`config.mk`:
```
export PLATFORM = sky130hd
export DESIGN_NAME = conv_encoder_k3
export DESIGN_NICKNAME = d
export VERILOG_FILES = /design/src/rtl/conv_encoder_k3.sv
export SDC_FILE = /design/constraint.sdc
export NUM_CORES = 1
export LEC_CHECK = 0
export BUFFER_PORTS_ARGS = -buffer_cell sky130_fd_sc_hd__buf_2
export CORE_ASPECT_RATIO = 0.8
export CORE_MARGIN = 3
export CORE_UTILIZATION = 46
export DETAILED_ROUTE_END_ITERATION = 7
export PLACE_DENSITY = 0.81
export SYNTH_ARGS = -nofsm -noshare
export SYNTH_HDL_FRONTEND = slang
export SYNTH_SLANG_ARGS = --single-unit
```
`constraint.sdc`:
```
create_clock -name CLK -period 1.81 [get_ports CLK]
set_input_delay 0.181 -clock CLK [delete_from_list [all_inputs] [get_ports CLK]]
set_output_delay 0.181 -clock CLK [all_outputs]
set_load 0.02 [all_outputs]
```
`src/rtl/conv_encoder_k3.sv`:
```
// Rate-1/2, K=3 convolutional encoder (g1=7, g2=5 octal) with two-bit zero tail.
// Emits one registered coded pair per trellis step, as hard bits and BPSK symbols.
module conv_encoder_k3 #(
    parameter int MSG_BITS = 6,
    parameter int SYM_W    = 8,
    parameter int AMP      = 64
) (
    input  logic                CLK,
    input  logic                RST,
    input  logic                in_valid,
    output logic                in_ready,
    input  logic [MSG_BITS-1:0] in_msg,
    output logic                out_valid,
    input  logic                out_ready,
    output logic                out_c1,
    output logic                out_c2,
    output logic [SYM_W-1:0]    out_s1,
    output logic [SYM_W-1:0]    out_s2,
    output logic [3:0]          out_step,
    output logic                out_last
);

    localparam logic [3:0]       LAST_STEP = 4'(MSG_BITS + 1);
    localparam logic [SYM_W-1:0] SYM_POS   = SYM_W'(AMP);
    localparam logic [SYM_W-1:0] SYM_NEG   = SYM_W'(-AMP);

    typedef enum logic {
        ST_IDLE = 1'b0,
        ST_SEND = 1'b1
    } state_t;

    state_t r_state;
    state_t w_next;

    // r_sh[MSB] is the input bit u of the pair currently on the outputs;
    // r_s0 is the encoder state bit that preceded it. The older state bit is
    // never needed again once the next pair is computed, so it is not stored.
    logic [MSG_BITS-1:0] r_sh;
    logic                r_s0;
    logic                r_c1;
    logic                r_c2;
    logic [SYM_W-1:0]    r_sym1;
    logic [SYM_W-1:0]    r_sym2;
    logic [3:0]          r_step;

    logic                w_accept;
    logic                w_xfer;
    logic                w_final;
    logic                w_u_cur;
    logic                w_u_nxt;
    logic [MSG_BITS-1:0] w_sh_nxt;
    logic                w_c1_nxt;
    logic                w_c2_nxt;

    assign w_accept = (r_state == ST_IDLE) && in_valid;
    assign w_xfer   = (r_state == ST_SEND) && out_ready;
    assign w_final  = (r_step == LAST_STEP);

    // Shifting left fills zeros, which supplies the tail bits for free.
    assign w_sh_nxt = r_sh << 1;
    assign w_u_cur  = r_sh[MSG_BITS-1];
    assign w_u_nxt  = w_sh_nxt[MSG_BITS-1];
    assign w_c1_nxt = w_u_nxt ^ w_u_cur ^ r_s0;
    assign w_c2_nxt = w_u_nxt ^ r_s0;

    always_ff @(posedge CLK) begin
        if (RST) begin
            r_state <= ST_IDLE;
        end else begin
            r_state <= w_next;
        end
    end

    always_comb begin
        w_next = r_state;
        case (r_state)
            ST_IDLE: if (in_valid) w_next = ST_SEND;
            ST_SEND: if (out_ready && w_final) w_next = ST_IDLE;
            default: w_next = ST_IDLE;
        endcase
    end

    always_ff @(posedge CLK) begin
        if (RST) begin
            r_sh   <= '0;
            r_s0   <= 1'b0;
            r_c1   <= 1'b0;
            r_c2   <= 1'b0;
            r_sym1 <= '0;
            r_sym2 <= '0;
            r_step <= '0;
        end else if (w_accept) begin
            r_sh   <= in_msg;
            r_s0   <= 1'b0;
            r_c1   <= in_msg[MSG_BITS-1];
            r_c2   <= in_msg[MSG_BITS-1];
            r_sym1 <= in_msg[MSG_BITS-1] ? SYM_NEG : SYM_POS;
            r_sym2 <= in_msg[MSG_BITS-1] ? SYM_NEG : SYM_POS;
            r_step <= '0;
        end else if (w_xfer && !w_final) begin
            r_sh   <= w_sh_nxt;
            r_s0   <= w_u_cur;
            r_c1   <= w_c1_nxt;
            r_c2   <= w_c2_nxt;
            r_sym1 <= w_c1_nxt ? SYM_NEG : SYM_POS;
            r_sym2 <= w_c2_nxt ? SYM_NEG : SYM_POS;
            r_step <= r_step + 4'd1;
        end
    end

    assign in_ready  = (r_state == ST_IDLE);
    assign out_valid = (r_state == ST_SEND);
    assign out_last  = (r_state == ST_SEND) && w_final;
    assign out_c1    = r_c1;
    assign out_c2    = r_c2;
    assign out_s1    = r_sym1;
    assign out_s2    = r_sym2;
    assign out_step  = r_step;

endmodule

```
Word-level counts from Yosys, hierarchy flattened
Cells that the tools add are included.
{"block": "op_classes", "addsub": 1, "mul": 0, "n_div": 0, "magnitude_cmp": 0, "n_eq_ne": 1, "shifts": 0, "n_mux": 16, "bitwise_logic": 4, "n_reduce_logical": 8}
{"op": "two-way mux 8 bit", "count": 7}
{"op": "two-way mux 6 bit", "count": 2}
{"op": "two-way mux 1 bit", "count": 6}
{"op": "logical AND 1 bit", "count": 5}
{"op": "adder 4 x 1 -> 4 bit, second input constant", "count": 1}
{"op": "== test 4 x 3 -> 1 bit, second input constant", "count": 1}
{"op": "bitwise XOR 1 bit", "count": 3}
{"op": "one-hot mux 1 bit (2 select lines)", "count": 1}
{"op": "nonzero test 2 bit", "count": 1}
{"op": "OR reduction 2 bit", "count": 1}
{"op": "zero test 1 bit", "count": 1}
{"op": "inverter 1 bit", "count": 1}
{"block": "word_totals", "regBits": 30, "latchBits": 0, "ramBits": 0, "mem_bits_ro": 0, "input_bits": 10, "output_inout_bits": 25, "wordCells": 38, "mem_count": 0}

Logic depth before layout (Yosys ltp)
{"block": "logic_depth", "depth_word": 5, "depth_mapped": 5, "mapped_depth_nobuf": 4}

Worst setup path before layout
OpenSTA, ideal clock, no wires.
{"block": "synth_timing", "path_kind": "reg2reg", "from": "register r_step[0], in the netlist out_step[0]", "to": "register r_step[3], in the netlist out_step[3]", "setup_time_ns": 0.070, "arrival_ns": 1.438, "t_required_ns": 1.740, "setup_slack_ns": 0.302, "stages_incl_launch_ff": 5, "path_buffers": 0, "synth_period_minus_slack_ns": 1.508, "path_cell_list": "dfxtp_1 -> ha_1 -> and3b_4 -> or4_1 -> a21oi_1"}
{"block": "synth_via", "elab_chain_len": 3, "elab_cells_between_ends": 4, "classes_between": "add/sub: 1; eq/ne: 1; reduce/logical: 2"}
{"item": "from (decl)", "line_no": "44", "rtl": "logic [3:0] r_step;"}
{"item": "from (signal assigned)", "line_no": "107", "rtl": "r_step <= r_step + 4'd1;"}
{"item": "parallel branches: the longest is 3 deep, another holds adder 4 x 1 -> 4 bit"}
Parallel ways; which one is timed is not known.
A chain may end at the register's enable or synchronous reset.

Worst setup path in the final report
{"block": "layout_timing", "from": "register r_step[0], in the netlist out_step[0]", "to": "output out_last"}
{"block": "layout_via", "elab_chain_len": 2}
{"item": "== test 4 x 3 -> 1 bit", "line_no": "57", "rtl": "assign w_final = (r_step == LAST_STEP);"}
{"item": "logical AND 1 bit", "line_no": "113", "rtl": "assign out_last = (r_state == ST_SEND) && w_final;"}
{"item": "to (decl)", "line_no": "20", "rtl": "output logic out_last"}
No other way between the ends.

==> metrics <==
most common cell in the netlist buf_4; CTS tree built; CP Data Arrival Time 1.40 ns; area fraction of the dominant cell type after synthesis 36.09%; final wirelength 1681 um; TritonCTS Buffers 3; H-tree levels 1; number of diodes 0; FFs w/ async S/R, synth 0%; Rows 13; Root Driver clkbuf_4; total power 0.6992 mW; Max Cap Viol 0; area of the die 2358 um2; hold buffer count at CTS 0; final setup fails 0; critical path, cell by cell ha_1 > nand3b_1 > nor2_1 > buf_2; critical path's largest stage delay 0.40 ns; largest cells by area after synthesis dfxtp_1 (36%), buf_4 (15%), nor2_1 (5.0%); Leak 0.4146 nW; Critical Path RT 1.63 ns; antenna-violating nets left 0; synthesized area 832.0 um2; Synth Register Bits 15; Max VDD drop 442.3 uV; drt via density 5.035; setup TNS 0 ns; number of flops mapped to enable cells by yosys 0; first-pass GRT wire length 2697 um; RSZ-0062 raised after global routing false; fin. max-slew vios 0; Area Overhead vs Synth 10.98%; io pins 35; Comb pwr share 20.3%; Yosys top cell by area dfxtp_1; drt drc 0; Synth Flop Type dfxtp_1; Hold Vio Cnt, Final 0; Die X 53.55 um; Mapped Cells 98; Worst Setup End Kind primary output; core area 1659 um2; grt ovf 0; Initial DRT Pass Iterations 4; sequential-to-total area share from yosys stat 36.09%; Net Sw Frac 30.41%; CTS Sinks 15; post-synth cell types 36; initial core utilization 50.15%; CP Max Fanout 5; Clock transition at path regs 0.08 ns; Die H 44.04 um; PortBufs 22; largest net degree at the start of global routing 17; synth warn 0; NetSw 0.2127 mW; pre-CTS WS 0.2652 ns; half-perimeter wire length after placement 1309 um; outcome completed; syn_area_per_cell 8.490 um2; routability cong. 0.7560; Vias 715; Clock Tree Buf Depth 2; min cycle time layout 1.577 ns; share of cells above drive strength 1 28.33%; drt wl/cell 11.84 um; worst setup margin 0.2331 ns; clk_lat worst skew 0.28 ns; number of global-route vias before repair 600; Fmax 634.1 MHz; Tcrit/Tclk final 87.12%; crit path kind reg2out; clock network fraction of design power 27.3%; Post-synth top cells buf_4 (17), dfxtp_1 (15), nor2_1 (11); Initial DRC Count 13; internal power 0.4866 mW; Flop pwr share 52.4%; worst min-delay path class in2reg; Total GRT Usage 15.88%; worst clock skew 0.001316 ns; Layout Nets 132; PwrDens 757.2 nW/um2; CP max stage cell dfxtp_1; initial antenna violation count 0; startpoint types register
-- metal layers --
layer,GRT usage [%],wire length [um],part of all wire (%)
met5,0,0,0
met4,3.061,0,0
met3,7.407,155,9.2
met2,22.98,770,46
met1,21.71,756,45
-- through the flow --
stage	utilization (%)	cells	hold slack (ns)	cell area [um2]
global placement	53.17	136	0.4282	882.1
global route	55.66	142	0.1463	923.4
finish	55.66	142	0.1301	923.4
CTS	54.75	140	0.1273	908.4
floorplan	-	109	0.2499	873.3
detailed placement	53.17	136	0.4400	882.1
-- worst max-delay path, delay by kind of cell, from the launching register on --
| family | cells | cell delay, ns |
|---|---|---|
| flip-flops | 1 | 0.40 |
| buffers and inverters | 1 | 0.17 |
| AND/OR/NAND/NOR | 2 | 0.33 |
| adder cells (fa/ha/maj) | 1 | 0.21 |
-- final timing paths --
| path | from | end | slack, ns | cells past startpoint |
|---|---|---|---|---|
| max | out_step[0] | out_last | 0.23 | 4 |
| min | in_msg[0] | r_sh[0] | 0.13 | 3 |
| max reg2reg | out_step[0] | out_step[3] | 0.26 | 4 |
| min reg2reg | r_s0 | r_s0 | 0.51 | 2 |
-- cell usage in the layout (no fill, tap or decap), types with 3 or more instances in the layout --
cell type	instances
dfxtp_1	15
buf_4	4
nor3_1	5
o21ai_0	4
conb_1	12
nand3_1	4
buf_2	22
nor2_1	11
nand2_1	3
a21oi_1	7
clkbuf_4	3
inv_1	3
-- cell type report --
| type | instances | area [um2] |
|---|---|---|
| fill | 170 | 735.7 |
| tap | 22 | 27.53 |
| inverter | 3 | 11.26 |
| multi-input combinational | 72 | 417.9 |
| sequential | 15 | 300.3 |
| clock buffer | 4 | 26.28 |
| timing repair buffer | 26 | 140.1 |
-- power groups by stage --
stage	logic, mW	registers, mW	clock network (mW)
after floorplan	0.121	0.381	0
after global placement	0.140	0.372	0
after detailed placement	0.142	0.374	0
after CTS	0.142	0.366	0.198
after global routing	0.157	0.369	0.222
final	0.142	0.366	0.191
-- kinds of logic after synthesis --
kind of cell / after synthesis / share of synthesized area (%)
compound gates: 24 / 20.45
xor+xnor: 2 / 2.106
fa+ha+maj: 1 / 1.504
buf+inv: 22 / 18.65
flops: 15 / 36.09
other cells: 1 / 0.4507
simple gates: 33 / 20.75
-- registers in the layout, summed over array words and instances, names as in the netlist --
register / flops
out_c1: 1
out_valid: 1
r_s0: 1
out_s2: 1
out_step: 4
r_sh: 6
out_s1: 1
-- timing repair --
action                                  in CTS  in global routing
endpoints found under the setup margin       0                  1
resized for setup                            0                  0
setup buffers                                0                  2
Power figures use the tool's default switching activity.
